**config.mk**
```make
export PLATFORM = sky130hd
export DESIGN_NAME = debounce3_sync
export DESIGN_NICKNAME = d
export VERILOG_FILES = /design/src/rtl/debounce3_sync.sv
export SDC_FILE = /design/constraint.sdc
export NUM_CORES = 1
export LEC_CHECK = 0
export BUFFER_PORTS_ARGS = -buffer_cell sky130_fd_sc_hd__buf_2
export CAP_MARGIN = 40
export CORE_MARGIN = 2
export CORE_UTILIZATION = 48
export CTS_CLUSTER_SIZE = 40
export DETAILED_ROUTE_END_ITERATION = 6
export GPL_TIMING_DRIVEN = 0
export PLACE_DENSITY = 0.69
export SLEW_MARGIN = 25
export SYNTH_ARGS = -nofsm -noshare
export SYNTH_HDL_FRONTEND = slang
export SYNTH_SLANG_ARGS = --single-unit
```
**constraint.sdc**
```tcl
create_clock -name clk -period 1.3 [get_ports clk]
set_clock_uncertainty 0.05 [all_clocks]
set_input_delay 0.26 -clock clk [delete_from_list [all_inputs] [get_ports clk]]
set_output_delay 0.26 -clock clk [all_outputs]
set_load 0.01 [all_outputs]
```
**src/rtl/debounce3_sync.sv**
```systemverilog
// Three-channel 2-flop synchroniser + debouncer feeding the 3-input AND gate; A/B/C are registered levels, chg pulses on toggle.
// Latency: capture edge + STABLE_CYCLES + 1 edges; no backpressure, en=0 freezes outputs while synchronisers keep sampling.
module debounce3_sync #(
  parameter int unsigned CNT_W         = 4,
  parameter int unsigned STABLE_CYCLES = 8
) (
  input  logic       clk,
  input  logic       rst,
  input  logic       en,
  input  logic       A_raw,
  input  logic       B_raw,
  input  logic       C_raw,
  output logic       A,
  output logic       B,
  output logic       C,
  output logic [2:0] chg
);

  if ((STABLE_CYCLES < 1) || (STABLE_CYCLES > ((1 << CNT_W) - 1))) begin : g_cfg_err
    $error("debounce3_sync: STABLE_CYCLES must be in 1..2^CNT_W-1");
  end

  localparam logic [CNT_W-1:0] LAST = CNT_W'(STABLE_CYCLES - 1);

  // Channel order everywhere: bit2=A, bit1=B, bit0=C.
  logic [2:0]            raw;
  logic [2:0]            s1;
  logic [2:0]            s2;
  logic [2:0]            q;
  logic [2:0]            q_nxt;
  logic [2:0]            chg_q;
  logic [2:0]            chg_nxt;
  logic [2:0][CNT_W-1:0] cnt;
  logic [2:0][CNT_W-1:0] cnt_nxt;

  assign raw = {A_raw, B_raw, C_raw};

  always_ff @(posedge clk or posedge rst) begin
    if (rst) begin
      s1 <= '0;
      s2 <= '0;
    end else begin
      s1 <= raw;
      s2 <= s1;
    end
  end

  // A mismatch run that breaks before reaching LAST drops the count back to zero.
  always_comb begin
    q_nxt   = q;
    cnt_nxt = cnt;
    chg_nxt = '0;
    for (int i = 0; i < 3; i++) begin
      if (!en || (s2[i] == q[i])) begin
        cnt_nxt[i] = '0;
      end else if (cnt[i] == LAST) begin
        q_nxt[i]   = s2[i];
        cnt_nxt[i] = '0;
        chg_nxt[i] = 1'b1;
      end else begin
        cnt_nxt[i] = cnt[i] + CNT_W'(1);
      end
    end
  end

  always_ff @(posedge clk or posedge rst) begin
    if (rst) begin
      q     <= '0;
      cnt   <= '0;
      chg_q <= '0;
    end else begin
      q     <= q_nxt;
      cnt   <= cnt_nxt;
      chg_q <= chg_nxt;
    end
  end

  assign A   = q[2];
  assign B   = q[1];
  assign C   = q[0];
  assign chg = chg_q;

endmodule

```
* Word-level counts from Yosys, hierarchy flattened *
Index checks and enable logic that the tools add are counted.

word-level totals
  register bits after elaboration = 24

operators by class
  $add $sub $neg = 3
  eq/ne operators = 6
  multiplexer cells = 12
  bitwise logic cells = 3
  reduce and logical (&&, ||, !) cells = 7

operator list
  cell                 number
  $mux 4               6
  $add 4x1->4 const B  3
  $eq 4x3->1 const B   3
  $mux 1               6
  $reduce_and 2->1     3
  $eq 1x1->1           3
  $logic_or 1x1->1     3
  $not 1->1            3
  $logic_not 1->1      1

* Depth between registers and ports, before layout *
Gate-level depths: netlist (run 1).

  word-level depth = 4
  gate-level depth with buffers = 4

* Worst setup path before layout (run 1) *
OpenSTA, ideal clock, no wires.

  path type = register to register
  start = register cnt[0] (netlist name)
  end = register q[0]
  setup time = 0.125 ns
  arrival = 1.157 ns
  required time = 1.125 ns
  slack = -0.032 ns
  stages on the path, launching flop included = 5
  buffers on the path = 0
  cell sequence = dfrtp_1 > ha_1 > and3b_1 > nand2_1 > mux2_4

on the way
  word-level cells in the longest chain between the ends = 2

ends and longest elaborated chain
  item                               RTL line  RTL
  start, declared                    33        logic [2:0][CNT_W-1:0] cnt;
  start signal, assigned             73        cnt <= cnt_nxt;
  $eq 4x3->1                         56        end else if (cnt[i] == LAST) begin
  $reduce_and 2->1 (no source line)  -
  end signal, assigned               72        q <= q_nxt;
  end, declared                      29        logic [2:0] q;

No other way between the ends.
A chain may end at the register's enable or synchronous reset.

* Worst setup path in the final report (run 1) *
  start = register cnt[8] (netlist name)
  end = register q[2]

The elaborated chain is that of the path after synthesis.

==> results.sh, run 1 <==
export IMPL_worstSetupPathType="reg2reg"
export IMPL_fin_util=0.675
export IMPL_gp_congestion=0.713
export IMPL_vias_per_cell=4.75
export IMPL_combPwrFrac=0.068
export IMPL_critPathRequiredTime_ns=1.46
export IMPL_overflow=0
export IMPL_cts_buffers=3
export IMPL_clkPwrFrac=0.269
export IMPL_path_cells="ha_2, and3b_1, nand2_1, mux2_4"
export IMPL_tns_ns=-0.0489
export IMPL_final_common_cell="dfrtp_1"
export IMPL_violations="setup timing"
export IMPL_wl_um=1460
export IMPL_r2r_start="cnt[8]"
export IMPL_finalInstanceArea_um2=1190
export IMPL_seq_power_share=0.663
export IMPL_yosys_warnings=0
export IMPL_avgSynthCellArea_um2=13.0
export IMPL_layout_common_cells="dfrtp_1 (24), buf_2 (12), buf_4 (10), nor2_1 (9), and3_1 (6)"
export IMPL_critical_path_top_delay_family="flip-flops"
export IMPL_htreeDepth=1
export IMPL_placementRows=15
export IMPL_yosysSeqAreaShare=0.650
export IMPL_grt_pass1_vias=573
export IMPL_finalCritPeriodShare=1.02
export IMPL_holdWs_ns=0.252
export IMPL_slew_viol_final=0
export IMPL_diodes=0
export IMPL_dpl_cell_area_um2=1050
export IMPL_io_pins=12
export IMPL_max_slew_margin_rel=0.736
export IMPL_p_leak_uw=0.000654
export IMPL_endpoint_kind="register"
export IMPL_die_area_um2=2290
export IMPL_switching_share=0.218
export IMPL_stdcell_count=125
export IMPL_area_growth_pct=28.8
export IMPL_crit_buf_inv=0
export IMPL_synth_fp_nets=80
export IMPL_drc=0
export IMPL_grt_usage=0.158
export IMPL_die_w_um=47.9
export IMPL_initial_core_util=0.524
export IMPL_status="finished, violations left"
export IMPL_grt_max_degree=18
export IMPL_place_hpwl_um=949
export IMPL_maxCapViolCount=0
export IMPL_slowest_stage="dfrtp_1"
export IMPL_vias=594
export IMPL_grt_pass1_wl_um=2350
export IMPL_ant_nets=0
export IMPL_hold_path_class="in2reg"
export IMPL_path_clk_slew_ns=0.12
export IMPL_powerDensity_nw_per_um2=980
export IMPL_routedWlPerCell_um=11.7
export IMPL_clockBufferDepth=2
export IMPL_peakVddDrop_mv=0.777
export IMPL_period_needed_ns=1.33
export IMPL_synth_cell_types=14
export IMPL_cts_tree="built"
export IMPL_power_switching_uw=254
export IMPL_crit_path_start_kind="register"
export IMPL_rsz0062_at_grt="yes"
export IMPL_final_nets=111
export IMPL_antenna_found_initial=0
export IMPL_hp_start="en"
export IMPL_worstPathMaxFanout=2
export IMPL_setup_viol=2
export IMPL_hold_violations=0
export IMPL_die_height_um=47.9
export IMPL_synth_seq_cells=24
export IMPL_cp_slowest_stage_delay_ns=0.41
export IMPL_crit_path_start="cnt[8]"
export IMPL_cts_sinks=24
export IMPL_worstSkewPairLatency_ns=0.31
export IMPL_synth_cells=71
export IMPL_timing_final_ws_setup_ns=-0.0298
export IMPL_dr_pass1_iters=2
export IMPL_numPortBuffers=11
export IMPL_layout_drive_gt1_share=0.360
export IMPL_worstPathArrival_ns=1.49
export IMPL_dp_cells=108
export IMPL_coreArea_um2=1760
export IMPL_internal_power_uw=913
export IMPL_cts_root_buf="clkbuf_4"
export IMPL_fmax_mhz=752
export IMPL_syn_area_um2=925
export IMPL_drtIter0Drc=4
export IMPL_worstMarginPinSlew_ns=0.396
worst reg2reg max path: cells and delay by family (launching register included):
kind / cells / cell delay (ns)
fa+ha+maj: 1 / 0.19
flops: 1 / 0.41
simple gates: 2 / 0.29
mux: 1 / 0.30
logic make-up after synthesis:
family | count (synthesis) | synth area share
mux | 6 | 0.0812
buf+inv | 2 | 0.00946
xor+xnor | 6 | 0.0568
fa+ha+maj | 3 | 0.0406
flops | 24 | 0.650
simple gates | 30 | 0.162
Yosys cell counts (all sizes together):
library cell | n | area share
and3 | 6 | 0.041
and3b | 3 | 0.028
buf | 1 | 0.0054
dfrtp | 24 | 0.65
ha | 3 | 0.041
inv | 1 | 0.0041
mux2 | 3 | 0.049
mux2i | 3 | 0.032
nand2 | 6 | 0.024
nand3 | 3 | 0.016
nor2 | 9 | 0.037
nor3 | 3 | 0.016
xnor2 | 3 | 0.028
xor2 | 3 | 0.028
per-layer routing:
metal | vias up | track usage | part of all wire
li1 | 297 | - | -
met2 | 14 | 0.229 | 0.43
met3 | 4 | 0.0491 | 0.042
met1 | 279 | 0.198 | 0.50
met4 | 0 | 0.114 | 0.028
met5 | - | 0 | 0
final cells by class:
cell class / count / area, um2
fill: 139 / 573
timing repair buffer: 26 / 198
sequential: 24 / 601
inverter: 1 / 3.75
multi-input combinational: 45 / 330
buffer: 1 / 5.00
tap: 25 / 31.3
clock buffer: 3 / 22.5
worst paths after layout:
path                          end  slack [ns]  cells after the start
max                          q[2]       -0.03                      4
min                          q[1]        0.25                      3
max reg2reg                  q[2]       -0.03                      4
min reg2reg                 s2[0]        0.31                      0
max in group asynchronous  cnt[8]        0.39                      4
min in group asynchronous  cnt[6]        0.40                      3
power groups by stage:
stage | clock, uW | sequential [uW] | combinational, uW
after floorplan | 0 | 788 | 32.8
after global placement | 0 | 790 | 48.4
after detailed placement | 0 | 790 | 59.8
after CTS | 320 | 774 | 78.7
after global routing | 341 | 776 | 89.5
final | 314 | 774 | 79.1
timing repair:
action	in CTS	in global routing
buffers inserted	8	2
hold buffers	4	0
endpoints found under the hold margin	10	0
setup endpoints to repair	3	3
pin swaps	6	1
resized for setup	2	2
cloned	0	0
metrics by stage:
stage / total power, uW / setup WS (ns)
after floorplan: 820 / 0.00335
after global placement: 838 / -0.0519
after detailed placement: 850 / -0.0634
after CTS: 1170 / -0.0274
after global routing: 1210 / -0.0774
final: 1170 / -0.0298
sequential cells by signal, indices dropped and copies added, names as in the netlist:
signal / cells
s2: 3
s1: 3
chg: 3
q: 3
cnt: 12
Power figures use the tool's default switching activity.
==> inputs of run 2 (changes only) <==
- RECOVER_POWER: not set -> 100
- REMOVE_ABC_BUFFERS: not set -> 1
==> run 2 against run 1 <==
Effect of this change:
- combinational power shrank 6.3%
- critical path type unchanged
- the run still ends with setup timing left
- routed wire length increased by 6.0%
- hold slack lost 0.0019 ns
- sequential power about the same
- non-clock buffer count increased by 1
- highest routed layer unchanged
==> results.sh, run 2 (same netlist as run 1, synthesis figures left out) <==
export IMPL_status="finished, violations left"
export IMPL_violations="setup timing"
export IMPL_cts_tree="built"
export IMPL_period_needed_ns=1.35
export IMPL_power_total_uw=1220
export IMPL_cp_slowest_stage_delay_ns=0.41
export IMPL_area_growth_pct=27.3
export IMPL_worstMarginPinSlew_ns=0.372
export IMPL_die_height_um=47.9
export IMPL_slowest_stage="dfrtp_1"
export IMPL_drtIter0Drc=1
export IMPL_critical_path_top_delay_family="flip-flops"
export IMPL_min_path_cells=2
export IMPL_cts_buffers=3
export IMPL_rsz0062_at_grt="yes"
export IMPL_critPathRequiredTime_ns=1.44
export IMPL_coreArea_um2=1760
export IMPL_worstPathMaxFanout=2
export IMPL_finalCritPeriodShare=1.04
export IMPL_dr_pass1_iters=3
export IMPL_die_area_um2=2290
export IMPL_layout_drive_gt1_share=0.284
export IMPL_final_nets=112
export IMPL_tns_ns=-0.121
export IMPL_io_pins=12
export IMPL_path_cells="ha_2, and3b_2, nand2_2, mux2_4"
export IMPL_dp_cells=107
export IMPL_grt_usage=0.159
export IMPL_placementRows=15
export IMPL_top_register="cnt"
export IMPL_max_slew_margin_rel=0.752
export IMPL_initial_core_util=0.524
export IMPL_hold_path_class="in2reg"
export IMPL_endpoint_kind="register"
export IMPL_fin_util=0.667
export IMPL_clockBufferDepth=2
export IMPL_place_hpwl_um=990
export IMPL_final_common_cell="dfrtp_1"
export IMPL_vias_per_cell=4.84
export IMPL_antenna_found_initial=0
export IMPL_worstSetupPathType="reg2reg"
export IMPL_wl_um=1550
export IMPL_maxCapViolCount=0
export IMPL_die_w_um=47.9
export IMPL_drc=0
export IMPL_ant_nets=0
export IMPL_grt_pass1_wl_um=2430
export IMPL_stdcell_count=127
export IMPL_slew_viol_final=0
export IMPL_routedWlPerCell_um=12.2
export IMPL_grt_max_degree=16
export IMPL_cts_root_buf="clkbuf_4"
export IMPL_setup_viol=3
export IMPL_grt_pass1_vias=597
export IMPL_vias=615
export IMPL_path_clk_slew_ns=0.13
export IMPL_fmax_mhz=743
export IMPL_largest_register_ffs=12
export IMPL_crit_cells=4
export IMPL_worstSkewPairLatency_ns=0.31
export IMPL_crit_path_start_kind="register"
export IMPL_holdWs_ns=0.250
export IMPL_overflow=0
export IMPL_hold_violations=0
export IMPL_htreeDepth=1
export IMPL_gp_congestion=0.694
export IMPL_crit_buf_inv=0
export IMPL_p_leak_uw=0.000627
export IMPL_r2r_cells=4
export IMPL_worstPathArrival_ns=1.49
export IMPL_layout_common_cells="dfrtp_1 (24), nor2_1 (9), buf_4 (9), clkbuf_1 (7), and3_1 (6)"
export IMPL_peakVddDrop_mv=0.934
export IMPL_diodes=0
export IMPL_powerDensity_nw_per_um2=1040
export IMPL_numPortBuffers=11
export IMPL_timing_final_ws_setup_ns=-0.0466
export IMPL_cts_sinks=24
==> run 2: cell count changes in the layout (fill, tap and decap cells not counted), sizes merged <==
cell	before	now
clkbuf	3	14
buf	23	14
==> run 2: where the power goes <==
group          internal (uW)  switching, uW  total, uW
clock                    171            201        372
combinational           36.1           38.0       74.1
sequential               764           10.1        774
total                    971            250       1220
==> run 2: layer usage <==
layer | global-route usage | routed length (um) | vias to the layer above
met4 | 0.0324 | 12 | 0
met2 | 0.272 | 768 | 13
met5 | 0 | 0 | -
li1 | - | - | 298
met1 | 0.194 | 686 | 302
met3 | 0.0604 | 80 | 2
==> run 2: layout make-up <==
type                       count  area, um2
inverter                       1       3.75
sequential                    24        601
fill                         146        587
multi-input combinational     45        327
tap                           25       31.3
timing repair buffer          28        179
clock buffer                   4       36.3
==> run 2: repair_timing <==
| action | 4_1_cts | 5_1_grt |
|---|---|---|
| gates resized for setup | 5 | 0 |
| setup buffers | 10 | 2 |
| pin swaps | 4 | 0 |
| endpoints found under the hold margin | 11 | 1 |
| endpoints found under the setup margin | 3 | 4 |
| hold buffers | 3 | 1 |
==> run 2: worst register-to-register path: cells and delay by family, from the launching register on <==
| kind | cells | cell delay [ns] |
|---|---|---|
| flip-flops | 1 | 0.41 |
| multiplexers | 1 | 0.29 |
| AND/OR/NAND/NOR | 2 | 0.30 |
| adder cells (fa/ha/maj) | 1 | 0.19 |
==> run 2: final timing paths <==
kind	from	slack, ns	endpoint
setup / recovery	cnt[0]	-0.05	q[0]
hold / removal	en	0.25	cnt[9]
setup reg to reg	cnt[0]	-0.05	q[0]
max in group asynchronous	rst	0.12	cnt[1]
min in group asynchronous	rst	0.39	cnt[7]
hold reg to reg	s1[1]	0.31	s2[1]
==> run 2: stage by stage <==
step | setup WS (ns) | area (um2)
2_1_floorplan | -0.0317 | 920
3_3_place_gp | -0.0910 | 1010
6_report | -0.0466 | 1180
5_1_grt | -0.0709 | 1180
3_5_place_dp | -0.104 | 1020
4_1_cts | -0.0365 | 1170
==> inputs of run 3 (changes only) <==
- CORE_UTILIZATION: 48 -> 52
- CTS_BUF_LIST: not set -> sky130_fd_sc_hd__clkbuf_8
- PLACE_DENSITY: 0.69 -> 0.74
==> run 3 against run 2 <==
Effect of this change:
- the flow still finishes with violations (setup timing)
- global-route usage is 0.56 points higher
- hold slack lost 0.20 ns
- worst setup slack better by 0.0063 ns
- routed wire length is 3.9% lower
- design area down 2.4%
- critical path depth unchanged
- cell count is 4.7% lower
- clock power up 33%
- critical path type unchanged
==> results.sh, run 3 (same netlist as run 1, synthesis figures left out) <==
export IMPL_status="finished, violations left"
export IMPL_violations="setup timing"
export IMPL_die_w_um=46.2
export IMPL_fin_util=0.673
export IMPL_internal_power_uw=1060
export IMPL_clkPwrFrac=0.370
export IMPL_path_clk_slew_ns=0.08
export IMPL_worstPathMaxFanout=3
export IMPL_antenna_found_initial=0
export IMPL_grt_usage=0.165
export IMPL_final_nets=106
export IMPL_hold_end="s1[1]"
export IMPL_top_register="cnt"
export IMPL_period_needed_ns=1.34
export IMPL_cts_tree="built"
export IMPL_finalInstanceArea_um2=1150
export IMPL_layout_drive_gt1_share=0.281
export IMPL_coreArea_um2=1710
export IMPL_io_pins=12
export IMPL_wl_um=1490
export IMPL_vias_per_cell=4.74
export IMPL_fmax_mhz=746
export IMPL_r2r_start="cnt[0]"
export IMPL_tns_ns=-0.0963
export IMPL_dpl_cell_area_um2=1020
export IMPL_final_common_cell="dfrtp_1"
export IMPL_maxCapViolCount=0
export IMPL_cts_sinks=24
export IMPL_powerDensity_nw_per_um2=1160
export IMPL_seq_power_share=0.581
export IMPL_timing_final_ws_setup_ns=-0.0403
export IMPL_path_cells="ha_2, and3b_2, nand2_2, mux2_4"
export IMPL_cp_slowest_stage_delay_ns=0.39
export IMPL_crit_path_start_kind="register"
export IMPL_switching_share=0.203
export IMPL_r2r_setup_slack_ns=-0.04
export IMPL_placementRows=15
export IMPL_initial_core_util=0.541
export IMPL_holdWs_ns=0.0500
export IMPL_grt_pass1_wl_um=2370
export IMPL_drtIter0Drc=2
export IMPL_cts_root_buf="clkbuf_8"
export IMPL_area_growth_pct=24.2
export IMPL_peakVddDrop_mv=0.724
export IMPL_slew_viol_final=0
export IMPL_finalCritPeriodShare=1.03
export IMPL_worstPathArrival_ns=1.44
export IMPL_diodes=0
export IMPL_die_height_um=46.2
export IMPL_overflow=0
export IMPL_r2r_cells=4
export IMPL_worstSkewPairLatency_ns=0.26
export IMPL_hold_path_class="in2reg"
export IMPL_largest_register_ffs=12
export IMPL_layout_common_cells="dfrtp_1 (24), nor2_1 (9), clkbuf_1 (7), and3_1 (6), buf_4 (6)"
export IMPL_cts_buffers=3
export IMPL_reg2reg_to="q[0]"
export IMPL_max_slew_margin_rel=0.798
export IMPL_critPathRequiredTime_ns=1.40
export IMPL_grt_pass1_vias=566
export IMPL_setup_viol=3
export IMPL_p_leak_uw=0.000607
export IMPL_stdcell_count=121
export IMPL_hold_violations=0
export IMPL_slowest_stage="dfrtp_1"
export IMPL_ant_nets=0
export IMPL_numPortBuffers=11
export IMPL_vias=574
export IMPL_dp_cells=107
export IMPL_grt_max_degree=17
export IMPL_die_area_um2=2130
export IMPL_combPwrFrac=0.049
export IMPL_drc=0
export IMPL_gp_congestion=0.692
export IMPL_place_hpwl_um=1050
export IMPL_min_path_cells=1
export IMPL_clockBufferDepth=2
export IMPL_hp_start="B_raw"
export IMPL_endpoint_kind="register"
export IMPL_rsz0062_at_grt="yes"
export IMPL_routedWlPerCell_um=12.3
export IMPL_worstSetupPathType="reg2reg"
export IMPL_power_switching_uw=270
export IMPL_htreeDepth=1
export IMPL_dr_pass1_iters=2
export IMPL_worstMarginPinSlew_ns=0.303
run 3: cell types whose count changed in the layout (fill, tap and decap cells not counted):
cell	change
buf_4	-3
dlygate4sd3_1	-3
clkbuf_8	+3
nand2_2	+1
clkbuf_4	-2
clkbuf_2	-1
nand2_1	-1
run 3: layout make-up:
class / instances / area, um2
well taps: 25 / 31.3
clock buffers: 4 / 55.1
flip-flops and latches: 24 / 601
inverters: 1 / 3.75
repair buffers: 22 / 129
multi-input cells: 45 / 329
fillers: 128 / 559
run 3: worst max path at each step:
stage	startpoint	end	slack, ns	cells past startpoint
finish	cnt[0]	q[0]	-0.04	4
detailed placement	cnt[0]	q[0]	-0.11	4
global placement	cnt[0]	q[0]	-0.09	4
floorplan	cnt[0]	q[0]	-0.03	4
global route	cnt[0]	q[0]	-0.07	4
CTS	cnt[1]	q[0]	-0.03	4
run 3: power by group through the flow:
stage,Combinational [uW],Clock [uW],Sequential [uW]
6_report,65.5,494,774
5_1_grt,75.5,542,776
4_1_cts,69.1,500,774
3_5_place_dp,53.6,0,790
3_3_place_gp,46.6,0,789
2_1_floorplan,29.1,0,787
run 3: per-layer routing:
layer | global-route usage | vias to the layer above | wire length (um)
met4 | 0.103 | 0 | 10
met5 | 0 | - | 0
met1 | 0.204 | 281 | 670
li1 | - | 284 | -
met3 | 0.0471 | 2 | 46
met2 | 0.253 | 7 | 759
run 3: metrics by stage:
step,setup WS [ns],power [uW]
floorplan,-0.0317,816
CTS,-0.0304,1340
detailed placement,-0.106,844
finish,-0.0403,1330
global route,-0.0655,1390
global placement,-0.0943,835
run 3: worst max-delay path, delay by kind of cell (launching register included):
family / cells / cell delay, ns
adder cells (fa/ha/maj): 1 / 0.18
multiplexers: 1 / 0.30
flip-flops: 1 / 0.39
AND/OR/NAND/NOR: 2 / 0.31
run 3: timing repair:
item / 4_1_cts / 5_1_grt
resized for setup: 7 / 0
setup buffers: 8 / 1
endpoints found under the setup margin: 3 / 3
hold buffers: 1 / 0
endpoints found under the hold margin: 8 / 0
pin swaps: 4 / 2
